**config.mk**
```make
export PLATFORM = sky130hd
export DESIGN_NAME = dump_frame_receiver
export DESIGN_NICKNAME = d
export VERILOG_FILES = /design/src/rtl/dump_frame_receiver.sv
export SDC_FILE = /design/constraint.sdc
export NUM_CORES = 1
export LEC_CHECK = 0
export CAP_MARGIN = 40
export CORE_MARGIN = 2
export CORE_UTILIZATION = 49
export DETAILED_ROUTE_END_ITERATION = 10
export GPL_TIMING_DRIVEN = 0
export PLACE_DENSITY = 0.76
export SETUP_SLACK_MARGIN = 0.4
export SLEW_MARGIN = 25
export SYNTH_ARGS = -nofsm -noshare
export SYNTH_HDL_FRONTEND = slang
export SYNTH_SLANG_ARGS = --single-unit
```
**constraint.sdc**
```tcl
create_clock -name clk100 -period 3.8 [get_ports clk100]
set_clock_uncertainty 0.15 [all_clocks]
set_input_delay 0.57 -clock clk100 [delete_from_list [all_inputs] [get_ports clk100]]
set_output_delay 0.57 -clock clk100 [all_outputs]
set_load 0.01 [all_outputs]
```
**src/rtl/dump_frame_receiver.sv**
```systemverilog
// Decoder for the 6-byte serial dump frame.
// It rebuilds each voltage/current/checksum record from the received byte
// stream, drops malformed or stalled frames, and keeps saturating
// frame and error counters.
module dump_frame_receiver #(
    parameter int unsigned TIMEOUT_CYCLES = 100000,
    parameter int unsigned CNT_W          = 16
) (
    input  logic             clk100,
    input  logic             rst_p,
    input  logic             rx_dv,
    input  logic [7:0]       rx_byte,
    input  logic             clear_stats,
    output logic             rec_valid,
    output logic [11:0]      rec_data_v,
    output logic [11:0]      rec_data_i,
    output logic [6:0]       rec_checksum,
    output logic             rec_cks_ok,
    output logic             fmt_err,
    output logic             timeout_err,
    output logic             busy,
    output logic [CNT_W-1:0] frame_count,
    output logic [CNT_W-1:0] error_count
);

    localparam int unsigned      GAP_W    = $clog2(TIMEOUT_CYCLES + 1);
    localparam logic [GAP_W-1:0] GAP_LAST = GAP_W'(TIMEOUT_CYCLES - 1);
    localparam logic [7:0]       HDR      = 8'h0A;

    typedef enum logic [2:0] {
        HUNT,
        GOT_B0,
        GOT_B1,
        GOT_B2,
        GOT_B3,
        GOT_B4
    } state_t;

    state_t           state;
    state_t           state_next;
    logic [GAP_W-1:0] gap;
    logic [GAP_W-1:0] gap_next;
    logic [3:0]       v_hi;
    logic [7:0]       v_lo;
    logic [3:0]       i_hi;
    logic [7:0]       i_lo;
    logic             ld_v_hi;
    logic             ld_v_lo;
    logic             ld_i_hi;
    logic             ld_i_lo;
    logic             ld_rec;
    logic             fmt_evt;
    logic             to_evt;
    logic [6:0]       cks_calc;
    logic             err_inc;

    // Only the low 7 bits of the 10-bit sum matter, so the sum is formed
    // directly at 7 bits; the discarded upper bits never reach the result.
    assign cks_calc = {v_hi[2:0], v_lo[7:4]} + {v_lo[2:0], i_hi} + i_lo[6:0];

    assign busy = (state != HUNT);

    // State and inter-byte gap timer registers
    always_ff @(posedge clk100 or posedge rst_p) begin
        if (rst_p) begin
            state <= HUNT;
            gap   <= '0;
        end else begin
            state <= state_next;
            gap   <= gap_next;
        end
    end

    // Next-state decode, field latch strobes and error events
    always_comb begin
        state_next = state;
        ld_v_hi    = 1'b0;
        ld_v_lo    = 1'b0;
        ld_i_hi    = 1'b0;
        ld_i_lo    = 1'b0;
        ld_rec     = 1'b0;
        fmt_evt    = 1'b0;
        to_evt     = 1'b0;
        if (rx_dv) begin
            case (state)
                HUNT: begin
                    if (rx_byte == HDR) state_next = GOT_B0;
                end
                GOT_B0: begin
                    if (rx_byte[7:4] != 4'h0) begin
                        fmt_evt    = 1'b1;
                        state_next = HUNT;
                    end else begin
                        ld_v_hi    = 1'b1;
                        state_next = GOT_B1;
                    end
                end
                GOT_B1: begin
                    ld_v_lo    = 1'b1;
                    state_next = GOT_B2;
                end
                GOT_B2: begin
                    if (rx_byte[7:4] != 4'h0) begin
                        fmt_evt    = 1'b1;
                        state_next = HUNT;
                    end else begin
                        ld_i_hi    = 1'b1;
                        state_next = GOT_B3;
                    end
                end
                GOT_B3: begin
                    ld_i_lo    = 1'b1;
                    state_next = GOT_B4;
                end
                GOT_B4: begin
                    if (rx_byte[7]) fmt_evt = 1'b1;
                    else            ld_rec  = 1'b1;
                    state_next = HUNT;
                end
                default: state_next = HUNT;
            endcase
        end else if (state != HUNT && gap == GAP_LAST) begin
            to_evt     = 1'b1;
            state_next = HUNT;
        end
        gap_next = (rx_dv || state_next == HUNT) ? '0 : gap + GAP_W'(1);
    end

    // Partial-field capture and record output registers
    always_ff @(posedge clk100 or posedge rst_p) begin
        if (rst_p) begin
            v_hi         <= '0;
            v_lo         <= '0;
            i_hi         <= '0;
            i_lo         <= '0;
            rec_valid    <= 1'b0;
            rec_data_v   <= '0;
            rec_data_i   <= '0;
            rec_checksum <= '0;
            rec_cks_ok   <= 1'b0;
            fmt_err      <= 1'b0;
            timeout_err  <= 1'b0;
        end else begin
            if (ld_v_hi) v_hi <= rx_byte[3:0];
            if (ld_v_lo) v_lo <= rx_byte;
            if (ld_i_hi) i_hi <= rx_byte[3:0];
            if (ld_i_lo) i_lo <= rx_byte;
            rec_valid   <= ld_rec;
            fmt_err     <= fmt_evt;
            timeout_err <= to_evt;
            if (ld_rec) begin
                rec_data_v   <= {v_hi, v_lo};
                rec_data_i   <= {i_hi, i_lo};
                rec_checksum <= rx_byte[6:0];
                rec_cks_ok   <= (rx_byte[6:0] == cks_calc);
            end
        end
    end

    assign err_inc = (rec_valid && !rec_cks_ok) || fmt_err || timeout_err;

    // Saturating statistics counters; a clear overrides a same-cycle increment
    always_ff @(posedge clk100 or posedge rst_p) begin
        if (rst_p) begin
            frame_count <= '0;
            error_count <= '0;
        end else if (clear_stats) begin
            frame_count <= '0;
            error_count <= '0;
        end else begin
            if (rec_valid && frame_count != '1) frame_count <= frame_count + CNT_W'(1);
            if (err_inc && error_count != '1)   error_count <= error_count + CNT_W'(1);
        end
    end

endmodule

```
==> flow_summary_export.csv, run 1 <==
group,metric,value,unit
logic_synthesis,seq_area_frac_synth,0.524,
logic_synthesis,async_flop_share,1.00,
layout,n_antenna_cell,0,
power_and_ir_drop,p_switching,823,µW
power_and_ir_drop,ir_drop,312,µV
logic_synthesis,synthTopCellsByArea,"dfrtp_1, mux2_1, xor2_1",
clocking,cts_setup_buffers,0,
logic_synthesis,synth_top_area_frac,0.524,
global_routing,grt_use_total,0.194,
sta,period_needed,2.68,ns
floorplan,io_pins,80,
logic_synthesis,synth_most_common_cell,"dfrtp_1",
placed_design,gp_congestion,0.858,
min_path,worstHoldStart,"rec_data_v[5]",
floorplan,rows,37,
logic_synthesis,ys.flop_type,"dfrtp_1",
clocking,clkTransAtPathRegs,0.11,ns
job,cap_violations,0,
clocking,clock_path_buffers,2,
worst_setup_path,worst_setup_path_end_kind,"register",
layout,drive_gt1_frac,0.0623,
floorplan,core_area,0.0104,mm²
clocking,cts_buffers,9,
placed_design,dp_hpwl,8040,µm
sta,hold_viol,0,
worst_setup_path,crit_required,3.93,ns
power_and_ir_drop,leakagePower,2.97,nW
sta,max_slew.worst_pin.slew,0.808,ns
routing,wl_per_cell,15.6,µm
power_and_ir_drop,p_int,1.95,mW
global_routing,grt_pass1_vias,3648,
global_routing,gr-total-overflow,0,
logic_synthesis,synthDistinctLibCells,49,
sta,hold_ws,0.345,ns
logic_synthesis,synth_top_area_cell,"dfrtp_1",
sta,post-route-period-util,0.706,
layout,postLayoutCellArea,0.00655,mm²
worst_setup_path,critical_path_arrival,2.81,ns
sta,tns,0,ns
worst_setup_path,r2r_cells,8,
floorplan,initial_utilization,0.509,
clocking,cts_tree,"built",
clocking,cts_resized,0,
sta,fmax,0.373,GHz
power_and_ir_drop,power_density,423,mW/mm²
placed_design,place_inst,666,
sta,rsz0062_at_grt,"no",
worst_setup_path,cp-start-kind,"register",
worst_setup_path,r2r_slack,1.12,ns
routing,ant_nets,0,
placed_design,placed_cell_area,0.00636,mm²
placed_design,portBuffers,79,
worst_setup_path,critical_path_class,"reg -> reg",
sta,setup_ws,1.12,ns
placed_design,place_ws,0.870,ns
logic_synthesis,synthCells,447,
layout,fin_cells,682,
global_routing,antenna_found_initial,0,
routing,dr.first_iter.drc_count,156,
floorplan,die_h,108,µm
floorplan,dieWidth,108,µm
sta,finalSetupViolCount,0,
min_path,whs_endpoint,"rec_data_v[5]",
worst_setup_path,worstPathMaxFanout,3,
min_path,whs_path_depth,1,
min_path,hold_class,"reg -> reg",
logic_synthesis,synth_edf_count,0,
power_and_ir_drop,p_comb_frac,0.248,
routing,post_drt_via_cell_ratio,5.42,
clocking,htreeDepth,3,
power_and_ir_drop,netSwitchingFraction,0.297,
clocking,cts_sinks,111,
floorplan,die_area,0.0117,mm²
run_status,status,"finished, final reports clean",
logic_synthesis,synth_area,0.00530,mm²
sta,relSlewSlack,0.459,
routing,routed_wl,10700,µm
global_routing,grt_pass1_wl,17900,µm
layout,finalNetCount,568,
logic_synthesis,ys.warnings.count,0,
routing,dr.pass1.iters,4,
layout,fillers,835,
logic_synthesis,ys_ff_latch,111,
routing,vias,3695,
power_and_ir_drop,clkPwrFrac,0.238,
logic_synthesis,synth_common_cells,"dfrtp_1, nor2_1, mux2_1",
clocking,ctsRootBufferMaster,"clkbuf_8",
logic_synthesis,syn_avg_cell_area,11.9,µm²
clocking,clock_latency,0.36,ns
clocking,cts_hold_buffers,0,
routing,drcViolationCount,0,
logic_synthesis,synth_nets,474,
sta,slew_violations,0,
power_and_ir_drop,power_frac_seq,0.514,
global_routing,grt_max_degree,29,
worst_setup_path,r2r_start,"v_lo[5]",
layout,area_delta_synth_final,23.6,%
worst_setup_path,reg2reg_to,"rec_cks_ok",
## placed cells by master, fill, tap and decap left out, drive strengths merged, types with 12 or more instances in the layout
| cell type | count |
|---|---|
| nand2 | 23 |
| xor2 | 31 |
| nand4 | 13 |
| and3 | 12 |
| clkdlybuf4s50 | 79 |
| dfrtp | 111 |
| nand3 | 12 |
| clkbuf | 17 |
| nor2 | 54 |
| xnor2 | 23 |
| mux2 | 55 |
## flip-flops by register name, indices dropped and copies added (netlist names)
register and flops:
error_count 16, fmt_err 1, frame_count 16, gap 17
i_hi 4, i_lo 8, rec_checksum 7, rec_cks_ok 1
rec_data_i 12, rec_data_v 12, rec_valid 1, state 3
timeout_err 1, v_hi 4, v_lo 8
## power groups by stage
stage,Clock (mW),Sequential (mW),Combinational [mW]
2_1_floorplan,0,1.44,0.444
3_3_place_gp,0,1.44,0.652
3_5_place_dp,0,1.45,0.688
4_1_cts,0.679,1.42,0.695
5_1_grt,0.727,1.44,0.762
6_report,0.660,1.42,0.686
## worst max-delay path, stage by stage (launching register included)
cell	delay, ns
dfrtp_1	0.43
fa_1	0.49
ha_1	0.24
fa_1	0.41
xnor2_1	0.15
xnor2_1	0.12
nor4_1	0.32
nand4_1	0.14
o22ai_1	0.12
## through the flow
step | util | power [mW]
4_1_cts | 0.629 | 2.80
5_1_grt | 0.629 | 2.93
3_3_place_gp | 0.601 | 2.09
6_report | 0.629 | 2.77
2_1_floorplan | - | 1.88
3_5_place_dp | 0.611 | 2.14
## metal layers
metal	GRT usage	up-vias	part of all wire
li1	-	1762	-
met3	0.0319	11	0.042
met2	0.317	76	0.48
met4	0.0577	0	0.012
met1	0.270	1846	0.47
met5	0	-	0
## worst max-delay path by stage
stage	endpoint	slack, ns	depth (start not counted)	from
after floorplan	rec_cks_ok	1.37	8	v_lo[5]
after global placement	i_lo[2]	0.72	2	rst_p
after detailed placement	v_hi[0]	0.87	6	rx_byte[5]
after CTS	rec_cks_ok	1.12	8	v_lo[5]
after global routing	rec_cks_ok	1.01	8	v_lo[5]
final	rec_cks_ok	1.12	8	v_lo[5]
## layout make-up
cell class,instances,area [µm²],area share
Tap cell,136,170,0.0260
Multi-Input combinational cell,319,2450,0.374
Buffer,11,47.5,0.00726
Sequential cell,111,2780,0.424
Timing Repair Buffer,83,893,0.136
Inverter,6,26.3,0.00401
Clock buffer,11,141,0.0216
Clock inverter,5,41.3,0.00631
## cells by family after synthesis
family	after synthesis	synth area share
AO/OA/AOI/OAI	39	0.0491
XOR/XNOR	54	0.0893
adder cells (fa/ha/maj)	15	0.0453
buffers and inverters	17	0.0132
flip-flops	111	0.524
multiplexers	58	0.125
AND/OR/NAND/NOR	153	0.153
No activity file was read; power rests on OpenSTA's default activity.
==> run 2, diff against run 1 <==
CORE_UTILIZATION = 54   (was 49)
PLACE_DENSITY = 0.8   (was 0.76)
clock period = 2.7 ns   (was 3.8 ns; I/O delays follow)
==> flow_summary_export.csv, run 2 (synthesis gave the netlist of run 1 again) <==
group,metric,value,unit
sta,tns,0,ns
sta,rsz0062_at_grt,"yes",
global_routing,antenna_found_initial,0,
worst_setup_path,cp-start-kind,"register",
routing,dr.first_iter.drc_count,158,
layout,layout_commonest_cell,"dfrtp_1",
floorplan,core_area,0.00964,mm²
floorplan,io_pins,80,
routing,dr.pass1.iters,4,
placed_design,place_ws,-0.0461,ns
sta,relSlewSlack,0.451,
clocking,cts_sinks,111,
global_routing,grt_use_total,0.227,
layout,n_antenna_cell,0,
global_routing,grt_pass1_vias,3759,
power_and_ir_drop,ir_drop,486,µV
routing,ant_nets,0,
clocking,clock_latency,0.38,ns
worst_setup_path,worst_setup_path_end_kind,"register",
power_and_ir_drop,p_comb_frac,0.249,
routing,routed_wl,11100,µm
sta,max_slew.worst_pin.slew,0.820,ns
global_routing,grt_pass1_wl,18400,µm
worst_setup_path,critical_path_arrival,2.63,ns
sta,hold_viol,0,
routing,post_drt_via_cell_ratio,5.52,
clocking,ctsRootBufferMaster,"clkbuf_8",
job,cap_violations,0,
layout,layout_common_cells,"dfrtp_1, clkdlybuf4s50_1, nor2_1, mux2_1, xor2_1",
layout,drive_gt1_frac,0.0730,
sta,fmax,0.405,GHz
clocking,cts_buffers,9,
power_and_ir_drop,power_density,611,mW/mm²
global_routing,gr-total-overflow,0,
worst_setup_path,worstPathMaxFanout,2,
placed_design,dp_hpwl,8010,µm
layout,multi_input_area,0.00249,mm²
floorplan,die_area,0.0106,mm²
layout,finalNetCount,570,
clocking,clkTransAtPathRegs,0.10,ns
sta,hold_ws,0.261,ns
power_and_ir_drop,leakagePower,2.99,nW
power_and_ir_drop,p_int,2.84,mW
layout,area_delta_synth_final,24.2,%
layout,top_regs,"gap x17, error_count x16, frame_count x16",
sta,slew_violations,0,
layout,largest_reg_flops,17,
layout,finalCoreUtilization,0.683,
worst_setup_path,critical_path_class,"reg -> reg",
floorplan,initial_utilization,0.550,
power_and_ir_drop,clkPwrFrac,0.253,
worst_setup_path,r2r_cells,8,
placed_design,gp_congestion,0.832,
clocking,clock_path_buffers,2,
floorplan,die_h,103,µm
routing,wl_per_cell,16.2,µm
min_path,hold_class,"in -> async",
placed_design,portBuffers,79,
layout,top_register,"gap",
sta,period_needed,2.47,ns
layout,seqCellArea,0.00278,mm²
sta,setup_ws,0.231,ns
worst_setup_path,crit_required,2.86,ns
clocking,htreeDepth,3,
routing,drcViolationCount,0,
run_status,status,"finished, final reports clean",
power_and_ir_drop,p_switching,1.18,mW
floorplan,rows,36,
sta,finalSetupViolCount,0,
clocking,cts_hold_buffers,0,
power_and_ir_drop,netSwitchingFraction,0.294,
floorplan,dieWidth,103,µm
global_routing,grt_max_degree,33,
layout,fillers,759,
clocking,cts_tree,"built",
power_and_ir_drop,power_frac_seq,0.498,
routing,vias,3761,
sta,post-route-period-util,0.914,
[run 2: cell count changes in the layout (fill, tap and decap cells not counted), moves of 2 or more]
| cell | change |
|---|---|
| buf_12 | +2 |
| clkdlybuf4s50_1 | -4 |
| buf_16 | -3 |
| buf_4 | +3 |
| dlygate4sd2_1 | +3 |
[run 2: per-stage QoR]
step / cells / cell area, µm² / total power, mW
3_5_place_dp: 663 / 6330 / 3.02
5_1_grt: 681 / 6580 / 4.25
2_1_floorplan: 447 / 5310 / 2.65
4_1_cts: 681 / 6550 / 4.03
6_report: 681 / 6580 / 4.02
3_3_place_gp: 659 / 6260 / 2.95
[run 2: critical path: stages (launching register included)]
cell,delay (ns)
dfrtp_1,0.41
fa_1,0.48
ha_2,0.20
fa_2,0.35
xnor2_1,0.14
xnor2_1,0.14
nor4_2,0.29
nand4_1,0.13
o22ai_1,0.12
[run 2: path summary, 6_finish.rpt]
| kind | start | endpoint | slack [ns] |
|---|---|---|---|
| setup / recovery | v_lo[5] | rec_cks_ok | 0.23 |
| hold / removal | rst_p | gap[9] | 0.26 |
| setup reg to reg | v_lo[5] | rec_cks_ok | 0.23 |
| hold reg to reg | rec_data_v[8] | rec_data_v[8] | 0.34 |
| max in group asynchronous | rst_p | rec_data_i[8] | 1.61 |
| min in group clk100 | rx_byte[5] | i_lo[5] | 0.33 |
[run 2: area by class of cell]
type / count / share of cell area
multi-input combinational: 319 / 0.378
clock inverter: 4 / 0.00818
buffer: 11 / 0.00742
tap: 133 / 0.0253
timing repair buffer: 85 / 0.133
clock buffer: 12 / 0.0221
inverter: 6 / 0.00399
sequential: 111 / 0.422
[run 2: layer usage]
| layer | global-route usage | vias to the layer above | wire length [µm] |
|---|---|---|---|
| met3 | 0.0332 | 21 | 416 |
| met2 | 0.370 | 97 | 5230 |
| met4 | 0.100 | 0 | 269 |
| met1 | 0.304 | 1879 | 5140 |
| met5 | 0 | - | 0 |
| li1 | - | 1764 | - |
[run 2: repair_timing]
item                       in CTS  in global routing
setup buffers                   2                  0
pin swaps                       3                  2
setup endpoints to repair      33                 15
gates resized for setup         6                  4
[run 2: power groups by stage]
stage | logic, mW | registers [mW] | clock network, mW
floorplan | 0.630 | 2.02 | 0
global placement | 0.923 | 2.03 | 0
detailed placement | 0.976 | 2.04 | 0
CTS | 0.999 | 2.00 | 1.03
global route | 1.11 | 2.04 | 1.10
finish | 1.00 | 2.00 | 1.02
